===== config.mk =====
export PLATFORM = sky130hd
export DESIGN_NAME = axis_cic_decim
export DESIGN_NICKNAME = d
export VERILOG_FILES = /design/src/rtl/axis_cic_decim.sv
export SDC_FILE = /design/constraint.sdc
export NUM_CORES = 1
export LEC_CHECK = 0
export CAP_MARGIN = 20
export CORE_ASPECT_RATIO = 1.5
export CORE_MARGIN = 1
export CORE_UTILIZATION = 50
export CTS_BUF_LIST = sky130_fd_sc_hd__clkbuf_4 sky130_fd_sc_hd__clkbuf_8
export CTS_CLUSTER_SIZE = 24
export DETAILED_ROUTE_END_ITERATION = 6
export PLACE_DENSITY = 0.73
export RECOVER_POWER = 25
export SLEW_MARGIN = 20
export SYNTH_ARGS = -nofsm -noshare
export SYNTH_HDL_FRONTEND = slang
export SYNTH_SLANG_ARGS = --single-unit

===== constraint.sdc =====
create_clock -name aclk -period 14.9 [get_ports aclk]
set_clock_uncertainty 0.1 [all_clocks]
set_input_delay 1.49 -clock aclk [delete_from_list [all_inputs] [get_ports aclk]]
set_output_delay 1.49 -clock aclk [all_outputs]
set_load 0.02 [all_outputs]

===== src/rtl/axis_cic_decim.sv =====
`default_nettype none
// ============================================================================
// Module   : axis_cic_decim
// Purpose  : Reconstructs signed multi-bit samples from a 1-bit sigma-delta
//            AXI-Stream bitstream. An ORDER-stage CIC decimator divides the
//            rate by DECIM = 2**LOG2_DECIM.
// Ports    : aclk, arst_n          clock, asynchronous active-low reset
//            s_axis_data_*         1-bit input stream (1 -> +1, 0 -> -1)
//            m_axis_data_*         WIDTH-bit signed output stream
//            m_axis_data_tlast     frame end; present only when the macro
//                                  AXIS_CIC_DECIM_TLAST_EN is defined
// Revision : 1.0 - initial release
// ============================================================================
module axis_cic_decim #(
  parameter int WIDTH      = 16,
  parameter int ORDER      = 2,
  parameter int LOG2_DECIM = 8,
  parameter int FRAME_LEN  = 256
) (
  input  logic             aclk,
  input  logic             arst_n,
  input  logic             s_axis_data_tdata,
  input  logic             s_axis_data_tvalid,
  output logic             s_axis_data_tready,
  output logic [WIDTH-1:0] m_axis_data_tdata,
  output logic             m_axis_data_tvalid,
  input  logic             m_axis_data_tready
`ifdef AXIS_CIC_DECIM_TLAST_EN
  ,
  output logic             m_axis_data_tlast
`endif
);

  localparam int ACC_W = ORDER * LOG2_DECIM + 2;
  localparam int SHIFT = ORDER * LOG2_DECIM - (WIDTH - 1);
  localparam logic signed [ACC_W-1:0] SAT_MAX = ACC_W'((1 << (WIDTH - 1)) - 1);
  localparam logic signed [ACC_W-1:0] SAT_MIN = ~SAT_MAX;

  // Elaboration-time legality checks on the parameter set.
  if (ORDER < 1 || ORDER > 4) begin : g_bad_order
    $error("axis_cic_decim: ORDER must be 1..4");
  end
  if (SHIFT < 0) begin : g_bad_decim
    $error("axis_cic_decim: ORDER*LOG2_DECIM must be >= WIDTH-1");
  end
  if (FRAME_LEN < 1) begin : g_bad_frame
    $error("axis_cic_decim: FRAME_LEN must be >= 1");
  end

  // --------------------------------------------------------------------------
  // State
  // --------------------------------------------------------------------------
  logic [ORDER-1:0][ACC_W-1:0] integ_q, integ_d;
  logic [ORDER-1:0][ACC_W-1:0] comb_dly_q, comb_dly_d;
  logic [LOG2_DECIM-1:0]       dcnt_q, dcnt_d;
  logic                        tvalid_q, tvalid_d;
  logic [WIDTH-1:0]            tdata_q, tdata_d;

  // --------------------------------------------------------------------------
  // Handshake
  // --------------------------------------------------------------------------
  logic xfer;
  logic dec_evt;
  logic [ACC_W-1:0] x_ext;

  assign s_axis_data_tready = ~tvalid_q | m_axis_data_tready;
  assign xfer    = s_axis_data_tvalid & s_axis_data_tready;
  assign dec_evt = xfer & (&dcnt_q);
  // +1 or -1 in ACC_W-bit two's complement.
  assign x_ext   = s_axis_data_tdata ? ACC_W'(1) : {ACC_W{1'b1}};

  // --------------------------------------------------------------------------
  // Integrators: each stage adds the previous stage's current (old) value,
  // so all stages advance together on one accepted beat. Wrap is intended.
  // --------------------------------------------------------------------------
  for (genvar k = 0; k < ORDER; k++) begin : g_integ
    if (k == 0) begin : g_first
      assign integ_d[k] = integ_q[k] + x_ext;
    end else begin : g_rest
      assign integ_d[k] = integ_q[k] + integ_q[k-1];
    end
  end

  // --------------------------------------------------------------------------
  // Comb chain: fed by the next-state last integrator so the sample includes
  // the event beat. comb_w[k] is the input of comb stage k.
  // --------------------------------------------------------------------------
  logic [ORDER:0][ACC_W-1:0] comb_w;
  assign comb_w[0] = integ_d[ORDER-1];
  for (genvar k = 0; k < ORDER; k++) begin : g_comb
    assign comb_w[k+1] = comb_w[k] - comb_dly_q[k];
  end

  // --------------------------------------------------------------------------
  // Scale and saturate
  // --------------------------------------------------------------------------
  logic signed [ACC_W-1:0] scaled;
  logic [WIDTH-1:0]        sat;

  assign scaled = $signed(comb_w[ORDER]) >>> SHIFT;

  always_comb begin
    sat = scaled[WIDTH-1:0];
    if (scaled > SAT_MAX) begin
      sat = SAT_MAX[WIDTH-1:0];
    end else if (scaled < SAT_MIN) begin
      sat = SAT_MIN[WIDTH-1:0];
    end
  end

  // --------------------------------------------------------------------------
  // Next state
  // --------------------------------------------------------------------------
  always_comb begin
    dcnt_d     = dcnt_q;
    comb_dly_d = comb_dly_q;
    tvalid_d   = tvalid_q;
    tdata_d    = tdata_q;
    if (xfer) begin
      dcnt_d = dcnt_q + 1'b1;
    end
    if (dec_evt) begin
      comb_dly_d = comb_w[ORDER-1:0];
      tvalid_d   = 1'b1;
      tdata_d    = sat;
    end else if (m_axis_data_tready) begin
      tvalid_d   = 1'b0;
    end
  end

  always_ff @(posedge aclk or negedge arst_n) begin
    if (!arst_n) begin
      integ_q    <= '0;
      comb_dly_q <= '0;
      dcnt_q     <= '0;
      tvalid_q   <= 1'b0;
      tdata_q    <= '0;
    end else begin
      if (xfer) begin
        integ_q <= integ_d;
      end
      dcnt_q     <= dcnt_d;
      comb_dly_q <= comb_dly_d;
      tvalid_q   <= tvalid_d;
      tdata_q    <= tdata_d;
    end
  end

  assign m_axis_data_tvalid = tvalid_q;
  assign m_axis_data_tdata  = tdata_q;

`ifdef AXIS_CIC_DECIM_TLAST_EN
  // --------------------------------------------------------------------------
  // Frame counter: index of the sample currently held in the output register.
  // It only moves on a handshake, so tlast stays stable with tdata.
  // --------------------------------------------------------------------------
  localparam int FRM_W = (FRAME_LEN > 1) ? $clog2(FRAME_LEN) : 1;
  localparam logic [FRM_W-1:0] FRM_LAST = FRM_W'(FRAME_LEN - 1);

  logic [FRM_W-1:0] frame_q, frame_d;
  logic             out_hs;

  assign out_hs = tvalid_q & m_axis_data_tready;

  always_comb begin
    frame_d = frame_q;
    if (out_hs) begin
      frame_d = (frame_q == FRM_LAST) ? '0 : frame_q + 1'b1;
    end
  end

  always_ff @(posedge aclk or negedge arst_n) begin
    if (!arst_n) begin
      frame_q <= '0;
    end else begin
      frame_q <= frame_d;
    end
  end

  assign m_axis_data_tlast = tvalid_q & (frame_q == FRM_LAST);
`endif

endmodule
`default_nettype wire


* Yosys cells after proc, flatten, opt, wreduce, memory -nomap -nowiden
Index checks and enable logic that the tools add are counted.
** Cells by class
- $add $sub $neg :: 5
- Bitwise gates (word level) :: 4
- Magnitude comparators :: 2
- Multiplexer cells :: 5
- Reductions and logical operators :: 2
** Operator list (number)
- 18-bit adder :: 2
- 18-bit subtractor :: 2
- 16-bit two-way mux :: 2
- 18-bit two-way mux :: 1
- 17-bit by 16-bit > comparator with 1-bit output (second input constant) :: 1
- 17-bit by 16-bit less-than comparator with 1-bit output (second input constant) :: 1
- 8-bit by 1-bit adder with 8-bit output (second input constant) :: 1
- 8-bit AND reduction :: 1
- 1-bit bitwise AND :: 2
- 1-bit two-way mux :: 2
- 2-bit nonzero test :: 1
- 1-bit NOT :: 1
- 1-bit OR :: 1
** Word-level totals
- Flip-flop bits (word level) :: 97
- Input port bits :: 5
- Output and inout port bits :: 18

* Depth between registers and ports, before layout
Gate-level depths: netlist of the first run.
- Depth after elaboration :: 6
- Gate-level depth with buffers :: 26
- Mapped depth without buffers :: 25

* Worst setup path after synthesis of the first run
No wires, ideal clock.
- Path kind :: register to register
- Start :: register integ_q[0] (netlist bit)
- End :: register tdata_q[2], in the netlist m_axis_data_tdata[2]
- Library setup time :: 0.095 ns
- Required time :: 14.705 ns
- Cell stages (with the launch flop) :: 27
- Buffers on the path :: 2
- Arrival time :: 5.490 ns
- Slack :: 9.215 ns
- Path through :: dfrtp_1 -> ha_1 -> fa_1 -> a21o_1 -> a21o_1 -> a21oi_1 -> o21bai_1 -> xor2_1 -> ha_1 -> nor2_1 -> inv_1 -> o41ai_2 -> o21ai_0 -> a21o_1 -> a21oi_1 -> xnor2_1 -> ha_1 -> clkbuf_1 -> o21a_1 -> o21ai_0 -> a21bo_2 -> o21bai_1 -> o31ai_1 -> xnor2_1 -> clkbuf_1 -> a31oi_1 -> o31ai_1
** RTL lines
- from (decl) :: RTL line 53 : logic [ORDER-1:0][ACC_W-1:0] integ_q, integ_d;
- from (signal assigned) :: RTL line 140 : integ_q <= integ_d;
- to (signal assigned) :: RTL line 145 : tdata_q <= tdata_d;
- to (decl) :: RTL line 57 : logic [WIDTH-1:0] tdata_q, tdata_d;

==> metrics.txt, run 1 <==
post-route clock period utilization=40.5%; R2R Path Start=integ_q[0]; worst-margin pin slew=3.37 ns; asr flop ratio synth=100%; status=finished with violations; reg2reg end=m_axis_data_tdata[8]; Syn Nets=877; DP Area=0.00730 mm²; Vias/cell=5.60; number of global-route vias before repair=between 5000 and 6000; mux cell area share after synthesis=1.76%; residual DRC count=4; DRT antenna net count=0; startpoint types=flip-flop; CTS max path bufs=2; global route overflow=0; hold_buf cts=0; setup violators final=0; Synth Area per Inst=~8.7 µm²; Synth Area in Compound Gates=22.2%; top post-synthesis cells by area=dfrtp_1, ha_1, nand2_1, xnor2_1, o21ai_0; Slowest cell on crit path=dfrtp_1; DRC marker count from the first detailed-route iteration=168; Yosys reg bits=97; Cell Rows=52; CP peak stage delay=~0.44 ns; postcts setup bufs=0; Worst-path clk slew=roughly 0.09 ns; Via Count=~5500; Layout fillers=1234; Final HPWL DP=10.2 mm; top cell type's share of synthesized area=34.9%; largest family of logic cells by synthesized area=compound AO/OA/AOI/OAI gates; CTS tree=yes; CTS H-tree depth=3; Reg area=0.00243 mm²; area leader, netlist=dfrtp_1; failing checks=design-rule violations, max-capacitance violations, max-slew violations; post-synthesis simple-gate area fraction=15.1%; Final Max Slew Viols=100; critical path class=flip-flop to flip-flop; Max Freq=approximately 170 MHz; PostCTS Resize Cnt=0; Layout area overhead=8.33%; reg2reg path depth=26; Clk Latency, worst-skew pair=~0.37 ns; final wirelength=13.2 mm; PortBufs=22; top_reg_cell synth=dfrtp_1; total die area=between 0.01 and 0.015 mm²; Tot GR Track Use=about a fifth; Final TNS setup=0 ns; n_diodes=0; wire per inst=13.5 µm; core area=approximately 0.014 mm²; first-pass GRT wire length=23.5 mm; register area share after synthesis=about a third; HP Start=m_axis_data_tdata[1]; antenna violations before repair=0; xor-xnor portion of the synthesized cell area=under 10%; Pre-antenna DRT Iters=6; Nets=approximately 890; Hold WC Path Type=flip-flop to flip-flop; area of the multi-input gates=between 0.004 and 0.005 mm²; Synth cell types=a little under 60; Ys Warns=0; initial core utilization=51.4%; worst-path maximum fanout=17; RSZ-0062 raised after global routing=no; Placer Congestion=0.844; Die Span Y=around 150 µm; slew margin rel.=-124%; hold worst-path end=m_axis_data_tdata[1]; CP arrival=6.22 ns; flop-to-flop setup slack=8.87 ns; Mapped Area=0.00696 mm²; clock sinks=97; Synth Area in Adders=a little over an eighth; Mapped Cells=801; max cap viols=2; clock root buffer=clkbuf_8; Worst Path Required=~15 ns; final hold vios=0; largest net degree at the start of global routing=65; minimum clock period=6.03 ns; layout cells sized above 1=5.51%; Ports=23; Hold Crit Depth=2; Post-synth EDFFs=0; CTS buffer count=9; CP endpoint kind=flip-flop; Post-Layout Inst Area=0.00753 mm²; die width=around 100 µm
==> cells by family (layout without fill, tap and decap cells) <==
| kind of cell | Yosys count | in the layout |
|---|---|---|
| DFF | 97 | 97 |
| xor gates and xnor gates | 64 | 64 |
| muxes | 11 | 11 |
| adders and majority gates | 71 | 71 |
| and+or+nand+nor | 229 | 229 |
| AOI/OAI and AO/OA | 248 | 248 |
| buffers and inverters | 81 | 97 |
==> layer usage <==
layer	part of all wire, %	GRT usage [%]
met1	43	21.6
met2	53	38.0
met3	1.6	1.96
met4	2.3	9.25
met5	0	0
==> flip-flops by register name (all words and copies together), names as in the netlist <==
signal	count
comb_dly_q	36
integ_q	36
m_axis_data_tdata	16
dcnt_q	8
m_axis_data_tvalid	1
==> layout make-up <==
class                      count  area share [%]
clock buffer                  11            1.93
clock inverter                 5            1.05
inverter                      53            2.64
multi-input combinational    623            55.9
sequential                    97            32.2
tap                          162            2.69
timing repair buffer          28            3.55
==> metrics by stage <==
step                      instances  hold slack, ns  utilization, %  worst slack [ns]
after global placement          962           0.361            53.9              8.91
after global routing            979           0.404            55.7              8.28
after detailed placement        962           0.363            53.9              8.85
final                           979           0.382            55.7              8.87
after CTS                       978           0.383            55.6              8.83
after floorplan                 801           0.346               -              9.21
==> how the worst max path moves through the flow <==
| stage | cells after the start | endpoint | from | slack, ns |
|---|---|---|---|---|
| detailed placement | 22 | m_axis_data_tdata[14] | integ_q[0] | 8.85 |
| global route | 2 | comb_dly_q[11] | arst_n | 8.28 |
| global placement | 22 | m_axis_data_tdata[14] | integ_q[0] | 8.91 |
| CTS | 22 | m_axis_data_tdata[14] | integ_q[0] | 8.83 |
| finish | 26 | m_axis_data_tdata[8] | integ_q[0] | 8.87 |
| floorplan | 26 | m_axis_data_tdata[2] | integ_q[0] | 9.21 |
==> layout by cell type, fill, tap and decap left out, drive strengths merged, types with 11 or more instances in the layout <==
cell	count
nand2	130
dfrtp	97
o21ai	77
ha	67
a21oi	60
inv	53
xnor2	48
nor2	31
a21o	22
clkdlybuf4s50	21
o31ai	15
xor2	15
a31oi	14
clkbuf	13
o21a	11
o21bai	11
==> Yosys cell counts (14+ instances only) <==
master,instances
a21o_1,22
a21oi_1,59
a31oi_1,14
clkbuf_1,22
dfrtp_1,97
ha_1,67
inv_1,53
nand2_1,130
nor2_1,31
o21ai_0,77
o31ai_1,15
xnor2_1,48
xor2_1,15
==> worst max-delay path: cells and delay by family, from the launching register on <==
kind                     cells  cell delay, ns
AO/OA/AOI/OAI               13            2.72
XOR/XNOR                     3            0.48
adder cells (fa/ha/maj)      4            1.24
buffers and inverters        2            0.33
flip-flops                   1            0.44
AND/OR/NAND/NOR              4            0.64
Power of run 1 is left out: the tool's default activity adds up to more than one toggle a clock period on the data nets, which glitch-free logic cannot reach.
==> inputs of run 2 (changes only) <==
==> constraint.sdc (replaced) <==
create_clock -name aclk -period 5.7 [get_ports aclk]
set_clock_uncertainty 0.1 [all_clocks]
set_input_delay 0.57 -clock aclk [delete_from_list [all_inputs] [get_ports aclk]]
set_output_delay 0.57 -clock aclk [all_outputs]
set_load 0.02 [all_outputs]
==> run 2 against run 1 <==
Die area unchanged. Clock-buffer cell count shrank 1. The run still ends with design-rule violations, max-capacitance violations, max-slew violations left. Via count grew 5.7%. Register-to-register slack worse by 8.7 ns. Utilization rose by 4.9 points. Cell area up 8.9%. Worst setup slack worse by 8.7 ns.
==> metrics.txt, run 2 (synthesis gave the netlist of run 1 again) <==
status=finished with violations; failing checks=design-rule violations, max-capacitance violations, max-slew violations; final hold vios=0; largest net degree at the start of global routing=just over 50; Hold Crit Depth=2; CTS H-tree depth=3; CTS buffer count=9; sequence of cells on the critical path=ha_2, fa_2, a21o_1, a21o_1, a21oi_2, o21ai_2, a211oi_2, nor2_1, xnor2_1, ha_1, or3_1, nor3_4, nor2_2, xor2_2, ha_1, nor3_1, o21ai_2, o311ai_4, o211ai_1, and3_4, or4_4, a31oi_4, o31ai_1; wire per inst=approximately 15 µm; Tot GR Track Use=about a fifth; post-layout util=60.6%; Via Count=5799; total die area=0.0144 mm²; most common cell after layout, fill and taps aside=nand2_1; max cap viols=1; CP peak stage delay=between 0.5 and 0.6 ns; Final HPWL DP=10.8 mm; core area=0.0135 mm²; minimum clock period=5.55 ns; slew margin rel.=-71.8%; CP arrival=5.69 ns; HP Start=m_axis_data_tdata[0]; final wirelength=roughly 15 mm; flop-to-flop setup slack=0.15 ns; clock sinks=97; worst-margin pin slew=between 2 and 3 ns; DRC marker count from the first detailed-route iteration=around 210; DRT antenna net count=0; commonest non-fill, non-tap cells in the layout=nand2_1, dfrtp_1, o21ai_0; layout cells sized above 1=between 10% and 20%; post-route clock period utilization=97.5%; Clk Latency, worst-skew pair=0.38 ns; Top delay family on crit path=simple AND/OR/NAND/NOR gates; reg2reg end=m_axis_data_tdata[2]; setup violators final=0; Vias/cell=5.68; Hold WC Path Type=flip-flop to flip-flop; Max Freq=about 180 MHz; hold worst-path end=m_axis_data_tdata[0]; die width=98.3 µm; clock root buffer=clkbuf_8; worst-path maximum fanout=5; Nets=930; PortBufs=22; CTS max path bufs=2; global route overflow=0; n_diodes=0; Layout area overhead=17.9%; first-pass GRT wire length=25.1 mm; Slowest cell on crit path=or4_4; Worst Path Required=5.83 ns; reg2reg path depth=23; Cell Rows=52; number of global-route vias before repair=roughly 5800; antenna violations before repair=0; R2R Path Start=integ_q[18]; Ports=23; Worst-path clk slew=0.09 ns; Placer Congestion=0.795; Final TNS setup=0 ns; CP endpoint kind=flip-flop; residual DRC count=2; critical path class=flip-flop to flip-flop; CTS tree=yes; Pre-antenna DRT Iters=7; Die Span Y=between 100 and 150 µm; startpoint types=flip-flop; WP buf/inv=0; Final Max Slew Viols=49; initial core utilization=51.4%
-- run 2: cell types whose count changed in the layout (fill, tap and decap cells not counted), sizes merged, moves of 2 or more --
cell,before,now
or4,1,4
clkinvlp,0,2
clkinv,3,0
buf,5,44
-- run 2: routing by layer --
metal  wire length (µm)  vias up  global-route usage (%)
met1               5970     2732                    21.5
met4                563        0                    9.48
li1                   -     2934                       -
met2               8260       97                    42.4
met3                331       36                    2.58
met5                  0        -                       0
-- run 2: stage by stage --
stage                     hold slack (ns)  setup slack [ns]  cell area (µm²)  instances
after CTS                           0.120           0.00166             7830       1009
after global routing                0.408           -0.0508             8200       1021
after global placement              0.357           -0.0364             7530        989
after floorplan                     0.174            0.0147             6960        801
final                               0.384             0.145             8200       1021
after detailed placement            0.362            -0.139             7530        989
-- run 2: what timing repair did --
action                     CTS  global route
hold buffers                 0             0
setup endpoints to repair   15            16
resized for setup            9            61
cloned                       2             1
buffers inserted             2            11
hold endpoints to repair     0             0
pin swaps                    1            46
-- run 2: how the worst max path moves through the flow --
stage,start,endpoint,slack [ns],cells past startpoint
detailed placement,integ_q[0],m_axis_data_tdata[1],-0.14,22
floorplan,integ_q[0],m_axis_data_tdata[2],0.01,26
global placement,integ_q[0],m_axis_data_tdata[14],-0.04,22
CTS,integ_q[0],m_axis_data_tdata[14],0.002,24
finish,integ_q[18],m_axis_data_tdata[2],0.15,23
global route,integ_q[18],m_axis_data_tdata[10],-0.05,25
-- run 2: layout make-up --
class,instances,area [µm²]
fillers,1139,5330
multi-input cells,626,4550
flip-flops and latches,97,2430
repair buffers,67,578
well taps,162,203
inverters,53,199
clock buffers,10,131
clock inverters,6,114
-- run 2: worst register-to-register path: cells and delay by family, from the launching register on --
family	cells	cell delay (ns)
simple gates	7	1.80
fa+ha+maj	4	1.12
xor+xnor	2	0.31
flops	1	0.39
compound gates	10	1.71
Power of run 2 is left out for the same reason.
